`src/rtl/tron_ctrl_pkg.sv`:
```
// rtl/tron_ctrl_pkg.sv - shared encodings and control bundle for the TRON control path
//
// Purpose: the FSM state enum, instruction opcode/opext constants, the
// datapath select encodings (ALUOp, busOp, shiftOp, flagOp condition codes)
// and the control bundle that instr_decode hands to control_fsm.
// Ports: none (package).

package tron_ctrl_pkg;

   typedef enum logic [2:0] {
      ST_FETCH  = 3'd0,
      ST_DECODE = 3'd1,
      ST_EXEC   = 3'd2,
      ST_MEM    = 3'd3,
      ST_WB     = 3'd4
   } state_t;

   // Primary opcodes, IR[15:12]
   localparam logic [3:0] OP_RTYPE   = 4'b0000;
   localparam logic [3:0] OP_ANDI    = 4'b0001;
   localparam logic [3:0] OP_ORI     = 4'b0010;
   localparam logic [3:0] OP_XORI    = 4'b0011;
   localparam logic [3:0] OP_SPECIAL = 4'b0100;
   localparam logic [3:0] OP_ADDI    = 4'b0101;
   localparam logic [3:0] OP_SHIFT   = 4'b1000;
   localparam logic [3:0] OP_SUBI    = 4'b1001;
   localparam logic [3:0] OP_CMPI    = 4'b1011;
   localparam logic [3:0] OP_BCOND   = 4'b1100;
   localparam logic [3:0] OP_MOVI    = 4'b1101;
   localparam logic [3:0] OP_LUI     = 4'b1111;

   // Opcode extensions, IR[7:4], under OP_SPECIAL
   localparam logic [3:0] EXT_LOAD   = 4'b0000;
   localparam logic [3:0] EXT_STOR   = 4'b0100;
   localparam logic [3:0] EXT_JAL    = 4'b1000;
   localparam logic [3:0] EXT_JCOND  = 4'b1100;

   // Opcode extensions under OP_SHIFT; for the immediate forms the low bit
   // is the sign (direction) of the shift amount held in IR[3:0].
   localparam logic [3:0] EXT_LSHI_L  = 4'b0000;
   localparam logic [3:0] EXT_LSHI_R  = 4'b0001;
   localparam logic [3:0] EXT_ASHUI_L = 4'b0010;
   localparam logic [3:0] EXT_ASHUI_R = 4'b0011;
   localparam logic [3:0] EXT_LSH     = 4'b0100;
   localparam logic [3:0] EXT_ASHU    = 4'b0110;

   // ALU operations share the numbering of R-type opext and I-type opcode
   localparam logic [3:0] ALU_NONE = 4'b0000;
   localparam logic [3:0] ALU_AND  = 4'b0001;
   localparam logic [3:0] ALU_OR   = 4'b0010;
   localparam logic [3:0] ALU_XOR  = 4'b0011;
   localparam logic [3:0] ALU_ADD  = 4'b0101;
   localparam logic [3:0] ALU_SUB  = 4'b1001;
   localparam logic [3:0] ALU_CMP  = 4'b1011;
   localparam logic [3:0] ALU_MOV  = 4'b1101;

   localparam logic [2:0] BUS_ALU   = 3'd0;
   localparam logic [2:0] BUS_SHIFT = 3'd1;
   localparam logic [2:0] BUS_MEM   = 3'd2;
   localparam logic [2:0] BUS_IMM   = 3'd3;
   localparam logic [2:0] BUS_PC    = 3'd4;

   localparam logic [1:0] SHIFT_LSH   = 2'b00;
   localparam logic [1:0] SHIFT_LSHI  = 2'b01;
   localparam logic [1:0] SHIFT_ASHU  = 2'b10;
   localparam logic [1:0] SHIFT_ASHUI = 2'b11;

   // Condition codes, carried verbatim in IR[11:8] of Bcond/Jcond
   localparam logic [3:0] COND_EQ = 4'b0000;
   localparam logic [3:0] COND_NE = 4'b0001;
   localparam logic [3:0] COND_CS = 4'b0010;
   localparam logic [3:0] COND_CC = 4'b0011;
   localparam logic [3:0] COND_GT = 4'b0110;
   localparam logic [3:0] COND_LT = 4'b1100;
   localparam logic [3:0] COND_GE = 4'b1101;
   localparam logic [3:0] COND_UC = 4'b1110;

   typedef struct packed {
      logic [3:0] alu_op;
      logic [1:0] shift_op;
      logic [2:0] bus_op;
      logic [3:0] flag_op;
      logic       imm_mux;
      logic       lui_op;
      logic       reg_write;
      logic       mem_write;
      logic       flag_write;
      logic       pc_add;
      logic       pc_jump;
      logic       pc_branch;
      logic       addr_sel;
   } ctrl_t;

   function automatic logic is_alu_code(input logic [3:0] code);
      return code inside {ALU_AND, ALU_OR, ALU_XOR, ALU_ADD, ALU_SUB, ALU_CMP, ALU_MOV};
   endfunction

   // Bundle for a register/immediate ALU instruction; compares only set flags.
   function automatic ctrl_t alu_ctrl(input logic [3:0] code, input logic imm);
      ctrl_t c;
      c            = '0;
      c.alu_op     = code;
      c.bus_op     = BUS_ALU;
      c.imm_mux    = imm;
      c.reg_write  = (code != ALU_CMP);
      c.flag_write = code inside {ALU_ADD, ALU_SUB, ALU_CMP};
      c.pc_add     = 1'b1;
      return c;
   endfunction

endpackage

```
`src/rtl/instr_decode.sv`:
```
// rtl/instr_decode.sv - combinational IR to EXEC-cycle control bundle
//
// Purpose: decodes the held instruction word into the strobes driven during
// EXEC, and flags LOAD so the FSM can take the MEM/WB path.
// Ports:
//   ir      in   16  instruction register
//   ctrl    out  ctrl_t  EXEC-cycle control bundle
//   is_load out  1   instruction continues through MEM and WB
// Configuration: TRON_JAL_EN enables JAL; otherwise JAL decodes as a NOP.

module instr_decode
   import tron_ctrl_pkg::*;
(
   input  logic [15:0] ir,
   output ctrl_t       ctrl,
   output logic        is_load
);

   logic [3:0] opcode;
   logic [3:0] opext;

   assign opcode = ir[15:12];
   assign opext  = ir[7:4];

   always_comb begin
      ctrl        = '0;
      ctrl.pc_add = 1'b1;   // anything not matched below retires as a NOP
      is_load     = 1'b0;
      case (opcode)
         OP_RTYPE: begin
            if (is_alu_code(opext)) ctrl = alu_ctrl(opext, 1'b0);
         end
         OP_ANDI, OP_ORI, OP_XORI, OP_ADDI, OP_SUBI, OP_CMPI, OP_MOVI: begin
            ctrl = alu_ctrl(opcode, 1'b1);
         end
         OP_LUI: begin
            ctrl.bus_op    = BUS_IMM;
            ctrl.lui_op    = 1'b1;
            ctrl.imm_mux   = 1'b1;
            ctrl.reg_write = 1'b1;
         end
         OP_SHIFT: begin
            case (opext)
               EXT_LSHI_L, EXT_LSHI_R: begin
                  ctrl.shift_op  = SHIFT_LSHI;
                  ctrl.imm_mux   = 1'b1;
                  ctrl.bus_op    = BUS_SHIFT;
                  ctrl.reg_write = 1'b1;
               end
               EXT_ASHUI_L, EXT_ASHUI_R: begin
                  ctrl.shift_op  = SHIFT_ASHUI;
                  ctrl.imm_mux   = 1'b1;
                  ctrl.bus_op    = BUS_SHIFT;
                  ctrl.reg_write = 1'b1;
               end
               EXT_LSH: begin
                  ctrl.shift_op  = SHIFT_LSH;
                  ctrl.bus_op    = BUS_SHIFT;
                  ctrl.reg_write = 1'b1;
               end
               EXT_ASHU: begin
                  ctrl.shift_op  = SHIFT_ASHU;
                  ctrl.bus_op    = BUS_SHIFT;
                  ctrl.reg_write = 1'b1;
               end
               default: ;
            endcase
         end
         OP_BCOND: begin
            ctrl.pc_add    = 1'b0;
            ctrl.flag_op   = ir[11:8];
            ctrl.pc_branch = 1'b1;
         end
         OP_SPECIAL: begin
            case (opext)
               EXT_LOAD: begin
                  // Only the address is driven here; the write happens in WB.
                  ctrl.pc_add   = 1'b0;
                  ctrl.addr_sel = 1'b1;
                  is_load       = 1'b1;
               end
               EXT_STOR: begin
                  ctrl.addr_sel  = 1'b1;
                  ctrl.mem_write = 1'b1;
               end
               EXT_JCOND: begin
                  ctrl.pc_add  = 1'b0;
                  ctrl.flag_op = ir[11:8];
                  ctrl.pc_jump = 1'b1;
               end
`ifdef TRON_JAL_EN
               EXT_JAL: begin
                  // Link: current PC goes to Rdest while the PC takes regA.
                  ctrl.pc_add    = 1'b0;
                  ctrl.bus_op    = BUS_PC;
                  ctrl.reg_write = 1'b1;
                  ctrl.pc_jump   = 1'b1;
                  ctrl.flag_op   = COND_UC;
               end
`endif
               default: ;
            endcase
         end
         default: ;
      endcase
   end

endmodule

```
`src/rtl/control_fsm.sv`:
```
// rtl/control_fsm.sv - multi-cycle Moore control FSM for the TRON datapath
//
// Purpose: sequences FETCH/DECODE/EXEC (plus MEM/WB for LOAD), holds the
// instruction register and counts retired instructions.
// Ports:
//   clk, rst_n                       clock, asynchronous active-low reset
//   memData        in   16  instruction word, valid in DECODE
//   instructionOp  out  8   {IR[15:12], IR[7:4]}
//   immediate      out  8   IR[7:0]
//   regAddA/B      out  4   IR[3:0] (Rsrc) / IR[11:8] (Rdest)
//   ALUOp, shiftOp, busOp, flagOp    datapath selects
//   immMUX, LUIOp, regWrite, memWrite, flagWrite, pcAdd, pcJump, pcBranch  strobes
//   addrSel        out  1   memory address source, 0 = PC, 1 = regA
//   retired        out  16  completed instruction count
// Configuration: TRON_JAL_EN (see instr_decode) enables JAL.

module control_fsm
   import tron_ctrl_pkg::*;
(
   input  logic        clk,
   input  logic        rst_n,
   input  logic [15:0] memData,
   output logic [7:0]  instructionOp,
   output logic [7:0]  immediate,
   output logic [3:0]  regAddA,
   output logic [3:0]  regAddB,
   output logic [3:0]  ALUOp,
   output logic [1:0]  shiftOp,
   output logic [2:0]  busOp,
   output logic [3:0]  flagOp,
   output logic        immMUX,
   output logic        LUIOp,
   output logic        regWrite,
   output logic        memWrite,
   output logic        flagWrite,
   output logic        pcAdd,
   output logic        pcJump,
   output logic        pcBranch,
   output logic        addrSel,
   output logic [15:0] retired
);

   state_t      state;
   state_t      next_state;
   logic [15:0] ir;
   ctrl_t       dec;
   logic        dec_load;
   ctrl_t       ctl;
   logic        instr_done;

   instr_decode u_decode (
      .ir      (ir),
      .ctrl    (dec),
      .is_load (dec_load)
   );

   always_ff @(posedge clk or negedge rst_n) begin
      if (!rst_n) state <= ST_FETCH;
      else        state <= next_state;
   end

   always_ff @(posedge clk or negedge rst_n) begin
      if (!rst_n)                 ir <= '0;
      else if (state == ST_DECODE) ir <= memData;
   end

   always_comb begin
      next_state = ST_FETCH;
      case (state)
         ST_FETCH:  next_state = ST_DECODE;
         ST_DECODE: next_state = ST_EXEC;
         ST_EXEC:   next_state = dec_load ? ST_MEM : ST_FETCH;
         ST_MEM:    next_state = ST_WB;
         ST_WB:     next_state = ST_FETCH;
         default:   next_state = ST_FETCH;
      endcase
   end

   always_comb begin
      ctl = '0;
      case (state)
         ST_EXEC: ctl = dec;
         ST_MEM:  ctl.addr_sel = 1'b1;
         ST_WB: begin
            ctl.bus_op    = BUS_MEM;
            ctl.reg_write = 1'b1;
            ctl.pc_add    = 1'b1;
         end
         default: ;
      endcase
   end

   // Every instruction ends with exactly one PC update, so that marks retirement.
   assign instr_done = ctl.pc_add | ctl.pc_jump | ctl.pc_branch;

   always_ff @(posedge clk or negedge rst_n) begin
      if (!rst_n)          retired <= '0;
      else if (instr_done) retired <= retired + 16'd1;
   end

   assign instructionOp = {ir[15:12], ir[7:4]};
   assign immediate     = ir[7:0];
   assign regAddA       = ir[3:0];
   assign regAddB       = ir[11:8];
   assign ALUOp         = ctl.alu_op;
   assign shiftOp       = ctl.shift_op;
   assign busOp         = ctl.bus_op;
   assign flagOp        = ctl.flag_op;
   assign immMUX        = ctl.imm_mux;
   assign LUIOp         = ctl.lui_op;
   assign regWrite      = ctl.reg_write;
   assign memWrite      = ctl.mem_write;
   assign flagWrite     = ctl.flag_write;
   assign pcAdd         = ctl.pc_add;
   assign pcJump        = ctl.pc_jump;
   assign pcBranch      = ctl.pc_branch;
   assign addrSel       = ctl.addr_sel;

endmodule

```
`config.mk`:
```
export PLATFORM = sky130hd
export DESIGN_NAME = control_fsm
export DESIGN_NICKNAME = d
export VERILOG_FILES = /design/src/rtl/tron_ctrl_pkg.sv /design/src/rtl/instr_decode.sv /design/src/rtl/control_fsm.sv
export SDC_FILE = /design/constraint.sdc
export NUM_CORES = 1
export LEC_CHECK = 0
export CAP_MARGIN = 20
export CORE_ASPECT_RATIO = 1.5
export CORE_MARGIN = 4
export CORE_UTILIZATION = 48
export CTS_CLUSTER_DIAMETER = 120
export DETAILED_ROUTE_END_ITERATION = 16
export PLACE_DENSITY = 0.93
export RECOVER_POWER = 100
export SYNTH_ARGS = -nofsm -noshare
export SYNTH_HDL_FRONTEND = slang
export SYNTH_HIERARCHICAL = 1
export SYNTH_SLANG_ARGS = --single-unit
```
`constraint.sdc`:
```
create_clock -name clk -period 5.95 [get_ports clk]
set_input_delay 0.8925 -clock clk [delete_from_list [all_inputs] [get_ports clk]]
set_output_delay 0.8925 -clock clk [all_outputs]
set_load 0.03 [all_outputs]
```
==> results of run 1 <==
[power breakdown]
| part | switching (mW) | leakage, nW | internal (mW) | total [mW] |
|---|---|---|---|---|
| combinational | 0.507 | 0.828 | 0.372 | 0.878 |
| clock | 0.0751 | 0.0371 | 0.0779 | 0.153 |
| sequential | 0.167 | 0.438 | 0.323 | 0.490 |
[per-layer routing]
layer	part of all wire (%)	vias up	global-route usage, %
met5	0	-	0
met4	2.6	0	8.43
met3	5.5	14	5.48
met2	53	67	36.2
met1	39	879	20.4
li1	-	881	-
[registers in the layout (all words and copies together), names as in the netlist]
| signal | flops |
|---|---|
| state | 3 |
| retired | 16 |
| ir | 16 |
[worst paths after layout]
path | depth (start not counted) | from | to | slack, ns
max in group asynchronous | 2 | rst_n | ir[9] | 3.22
max reg2reg | 7 | ir[14] | retired[15] | 3.04
max | 5 | ir[14] | pcJump | 2.45
min reg2reg | 1 | retired[15] | retired[15] | 0.49
min in group asynchronous | 2 | rst_n | retired[6] | 1.65
min | 1 | retired[15] | retired[15] | 0.49
[cells by family after synthesis]
kind of cell             count (synthesis)
buffers and inverters                   26
AO/OA/AOI/OAI                           24
multiplexers                            18
other                                    1
flip-flops                              35
adder cells (fa/ha/maj)                  1
AND/OR/NAND/NOR                         99
XOR/XNOR                                16
[critical path, stage by stage (launching register included)]
cell and delay (ns):
dfrtp_1 0.58, or3b_1 0.48, nor4_1 0.19, and3_1 0.22, and2_1 0.12, dlygate4sd3_1 0.73
[stage by stage]
step                      total power [mW]  worst slack [ns]  area, µm²  cells
after floorplan                       1.13              3.33       2140    220
after global placement                1.42              2.91       2870    327
after detailed placement              1.45              2.80       2870    327
after CTS                             1.61              2.49       2940    333
after global routing                  1.62              2.29       2900    333
final                                 1.52              2.45       2900    333
[cells in the final DEF (no fill, tap or decap), types with 2 or more instances in the layout]
master            n
and2_1           20
clkbuf_8          5
nand2b_1          3
inv_1             7
clkdlybuf4s50_1  16
or3b_1            3
a32oi_1           2
dfrtp_1          35
nand3_1           4
a21oi_1           4
and3_1            2
a21o_1            3
nor2b_1           2
mux2_2           17
nand4b_1          2
nor3b_1           3
a211oi_1          2
a21boi_0          2
nand3b_1          2
nor3_1            7
nor4b_1           2
nand2_1          16
xnor2_1          10
clkbuf_1          3
nor2_1           20
o21ai_0           5
dlygate4sd3_1    62
xor2_1            6
nand4_1           5
[layout make-up]
class                           count  area (µm²)
Tap cell                           46        57.6
Multi-Input combinational cell    159        1080
Sequential cell                    35         876
Timing Repair Buffer               80         788
Fill cell                         345        1390
Inverter                            7        26.3
Clock buffer                        6        72.6
==> results by group, run 1 <==
Clocking
  – Number of buffers added for setup after CTS: 0
  – Root buffer cell: clkbuf_8
  – CTS Buf Count: 5
  – Total clock sinks: 35
  – Hold_buf cts: 0
  – Worst-path clk slew: 0.07 ns
  – Worst-case clock buffer depth: 2
  – PostCTS Resize Cnt: 0
  – Worst-Skew Late Latency: 0.28 ns
  – H-tree level count: 2
  – TritonCTS clock tree: done

STA
  – Slew Viols, Final: 36
  – Fmax: 0.286 GHz
  – Final period util: 58.8%
  – Hold slack: 0.488 ns
  – Setup TNS after final layout: 0 ns
  – Crit path time final: 3.50 ns
  – Slew margin rel.: -24.2%
  – Worst-margin pin slew: 1.86 ns
  – RSZ-0062 raised after global routing: false
  – Final Skew: 0.00594 ns
  – Final Setup Violations: 0
  – Hold Vio Cnt, Final: 0

Synthesis
  – Seq/Total Area, Yosys: 41.0%
  – Mapped Area: 2140 µm²
  – Top_reg_cell synth: dfrtp_1
  – Yosys Warn Count: 6
  – Ys async rst share: 100%
  – Mapped Cells: 220
  – Post-Synth Adder-Cell Area: 0.586%
  – Area leader, netlist: dfrtp_1
  – Syn Area/Cell: 9.71 µm²
  – Syn nets: 239
  – Mux share of post-synthesis cell area: 9.43%
  – Post-synth EDFFs: 0
  – Yosys top cell area share: 41.0%
  – Top-count cell post-synth: dfrtp_1
  – Synth Area in XOR/XNOR: 6.56%
  – Simple-gate share of the synthesized area: 26.8%
  – Compound-Gate Fraction of Synth Area: 8.38%
  – Yosys reg bits: 35
  – Synth area leaders: dfrtp_1 41%, mux2_2 9.0%, and2_1 5.9%
  – Post-synthesis cell type count: 52
  – Synth cell count leaders: 35 x dfrtp_1, 20 x and2_1, 20 x nor2_1
  – Main combinational cell family by area after synthesis: simple AND/OR/NAND/NOR gates

Routing
  – Vias per inst: 5.53
  – Total Routed Length: 5.23 mm
  – Drt pass-1 iters: 4
  – Routed wire length per instance: 15.7 µm
  – Vias: 1,841
  – Post-route antenna net violation count: 0
  – Iteration-0 DRC Markers: 76
  – Post-route DRC: 0

Cells and area
  – # nets final: 307
  – Area delta synth->final: 35.6%
  – ANT cells: 0
  – Post-layout util: 67.7%
  – Layout cell share with drive strength beyond 1: 8.01%

GRT
  – GRT Util Overall: 19.3%
  – First-pass GRT wire length: 8.60 mm
  – Vias in the first global route: 1,817
  – Total global routing overflow: 0
  – Initial antenna violation count: 0
  – Pin count of the biggest net entering global routing: 36

Outcome
  – Status: finished with violations
  – Failing checks: capacitance limit, slew limit

Worst setup path
  – WP data arrival: 2.61 ns
  – Critical Path RT: 5.06 ns
  – CP startpoint kind: flop
  – Crit-path max FO: 14
  – Crit end category: output port
  – Crit Path Class: flop to output port

Floorplan
  – I/O Pins: 80
  – # rows: 29
  – Starting Density: 49.9%
  – Core ar.: 4280 µm²
  – Chip width: 62.5 µm
  – Full die area: 5600 µm²
  – Die Span Y: 89.7 µm

Power
  – Pwr/cell area: 525 nW/µm²
  – Maximum VDD drop: 0.302 mV
  – Leak: 1.30 nW

Min path
  – Min-delay worst type: flop to flop

Placement
  – PortBufs: 78
  – HPWL after DPL: 3.91 mm
  – Placer Congestion: 0.865

Flow run
  – Max-cap violations: 1
(Power assumes the default switching activity.)
==> inputs of run 2 (changes only) <==
- CORE_UTILIZATION: 48 -> 44
- PLACE_DENSITY: 0.93 -> 0.87
- clock period: 5.95 -> 3.7 ns (I/O delays scaled with it)
==> run 2 against run 1 <==
Against the previous run: the flow still finishes with violations (capacitance limit, slew limit); critical path type unchanged; combinational power up 59%; register-to-register slack worse by 2.3 ns; wire length down 4.2%; sequential power up 60%; largest cell class unchanged; worst setup slack worse by 2.0 ns.
==> results by group, run 2 (synthesis results as in run 1) <==
Routing
  – Post-route antenna net violation count: 0 (unchanged)
  – Routed wire length per instance: 14.2 µm (was 15.7 µm)
  – Vias: 1,814 (was 1,841)
  – Iteration-0 DRC Markers: 149 (was 76)
  – Vias per inst: 5.15 (was 5.53)
  – Post-route DRC: 0 (unchanged)
  – Total Routed Length: 5.01 mm (was 5.23 mm)
  – Drt pass-1 iters: 4 (unchanged)

Power
  – Final total power: 2.48 mW (was 1.52 mW)
  – Leak: 1.31 nW (was 1.30 nW)
  – Pwr/cell area: 844 nW/µm² (was 525 nW/µm²)
  – Maximum VDD drop: 0.522 mV (was 0.302 mV)

Worst setup path
  – Critical Path RT: 3.14 ns (was 5.06 ns)
  – RR Endpoint: retired[15] (unchanged)
  – CP endpoint: pcJump (unchanged)
  – WP data arrival: 2.69 ns (was 2.61 ns)
  – Crit end category: output port (unchanged)
  – R2r setup slk: 0.77 ns (was 3.04 ns)
  – Crit-path max FO: 14 (unchanged)
  – CP startpoint kind: flop (unchanged)
  – FF-to-FF path depth: 7 (unchanged)
  – Setup crit start: ir[14] (unchanged)
  – Reg2reg start: ir[14] (unchanged)
  – Crit Path Class: flop to output port (unchanged)

Floorplan
  – Chip width: 64.9 µm (was 62.5 µm)
  – Core ar.: 4620 µm² (was 4280 µm²)
  – Die Span Y: 93.3 µm (was 89.7 µm)
  – Starting Density: 46.3% (was 49.9%)
  – # rows: 30 (was 29)
  – Full die area: 6060 µm² (was 5600 µm²)
  – I/O Pins: 80 (unchanged)

Outcome
  – Failing checks: capacitance limit, slew limit (unchanged)
  – Status: finished with violations (unchanged)

Clocking
  – CTS Buf Count: 5 (unchanged)
  – Worst-path clk slew: 0.07 ns (about the same)
  – Worst-Skew Late Latency: 0.28 ns (about the same)
  – TritonCTS clock tree: done (unchanged)
  – Total clock sinks: 35 (unchanged)
  – Root buffer cell: clkbuf_8 (unchanged)
  – PostCTS Resize Cnt: 0 (unchanged)
  – Worst-case clock buffer depth: 2 (unchanged)
  – Number of buffers added for setup after CTS: 0 (unchanged)
  – H-tree level count: 2 (unchanged)
  – Hold_buf cts: 0 (unchanged)

Cells and area
  – Commonest non-fill, non-tap cells in the layout: 61 x dlygate4sd3_1, 35 x dfrtp_1, 20 x nor2_1, 20 x and2_1, 17 x mux2_2 (was 62 x dlygate4sd3_1, 35 x dfrtp_1, 20 x nor2_1, 20 x and2_1, 17 x mux2_2)
  – Area delta synth->final: 37.5% (was 35.6%)
  – Layout fillers: 388 (was 345)
  – Most common cell after layout, fill and taps aside: dlygate4sd3_1 (unchanged)
  – Layout cell share with drive strength beyond 1: 8.68% (was 8.01%)
  – Post-layout util: 63.6% (was 67.7%)
  – # nets final: 306 (was 307)
  – Largest registers: ir x16, retired x16, state x3 (unchanged)
  – ANT cells: 0 (unchanged)

STA
  – Hold Vio Cnt, Final: 0 (unchanged)
  – RSZ-0062 raised after global routing: false (unchanged)
  – Slew Viols, Final: 36 (unchanged)
  – Fmax: 0.308 GHz
  – Fin worst setup slack: 0.451 ns (was 2.45 ns)
  – Final period util: 87.8%
  – Final Setup Violations: 0 (unchanged)
  – Worst-margin pin slew: 1.84 ns (was 1.86 ns)
  – Slew margin rel.: -22.8% (was -24.2%)
  – Final Skew: 0.00360 ns (was 0.00594 ns)
  – Setup TNS after final layout: 0 ns (unchanged)
  – Crit path time final: 3.25 ns

Flow run
  – Max-cap violations: 1 (unchanged)

Placement
  – PortBufs: 78 (unchanged)
  – Placer Congestion: 0.874 (was 0.865)
  – Pre-CTS setup slack: 0.894 ns (was 2.80 ns)
  – HPWL after DPL: 3.71 mm (was 3.91 mm)

Min path
  – Min-delay worst type: flop to flop (unchanged)

GRT
  – Pin count of the biggest net entering global routing: 36 (unchanged)
  – Vias in the first global route: 1,790 (was 1,817)
  – GRT Util Overall: 17.1% (was 19.3%)
  – Total global routing overflow: 0 (unchanged)
  – Initial antenna violation count: 0 (unchanged)
  – First-pass GRT wire length: 8.20 mm (was 8.60 mm)
-- run 2: cell count changes in the layout (fill, tap and decap cells not counted), sizes merged --
cell         delta
clkbuf          +2
dlygate4sd3     -1
-- run 2: power breakdown --
group | internal (mW) | total [mW] | switching, mW
registers | 0.520 | 0.782 | 0.262
clock network | 0.170 | 0.296 | 0.126
logic | 0.596 | 1.40 | 0.805
total | 1.29 | 2.48 | 1.19
-- run 2: layout make-up --
type	instances	area [µm²]	share of cell area (%)
Multi-Input combinational cell	159	1080	36.6
Inverter	7	26.3	0.895
Clock buffer	8	100	3.41
Tap cell	64	80.1	2.73
Sequential cell	35	876	29.8
Timing Repair Buffer	79	778	26.5
-- run 2: metal layers --
layer	vias up	routed length, µm	GRT usage, %
li1	880	-	-
met1	845	2070	20.2
met2	71	2520	28.9
met3	18	231	2.64
met4	0	183	10.1
met5	-	0	0
-- run 2: worst min-delay path by stage --
stage	slack (ns)	depth (start not counted)	startpoint	endpoint
detailed placement	0.46	1	retired[15]	retired[15]
finish	0.47	1	retired[15]	retired[15]
global route	0.50	1	retired[6]	retired[6]
global placement	0.46	1	retired[15]	retired[15]
CTS	0.37	1	rst_n	ir[13]
floorplan	0.26	0	rst_n	ir[0]
-- run 2: critical path: stages (launching register included) --
cell           delay, ns
dfrtp_1             0.59
or3b_1              0.49
nor4_1              0.23
and3_1              0.25
and2_1              0.13
dlygate4sd3_1       0.73
-- run 2: stage by stage --
stage	hold WS (ns)	instance area (µm²)	std cells
after floorplan	0.259	2140	220
after global placement	0.461	2880	344
after detailed placement	0.462	2880	344
after CTS	0.366	2980	352
after global routing	0.504	2940	352
final	0.466	2940	352
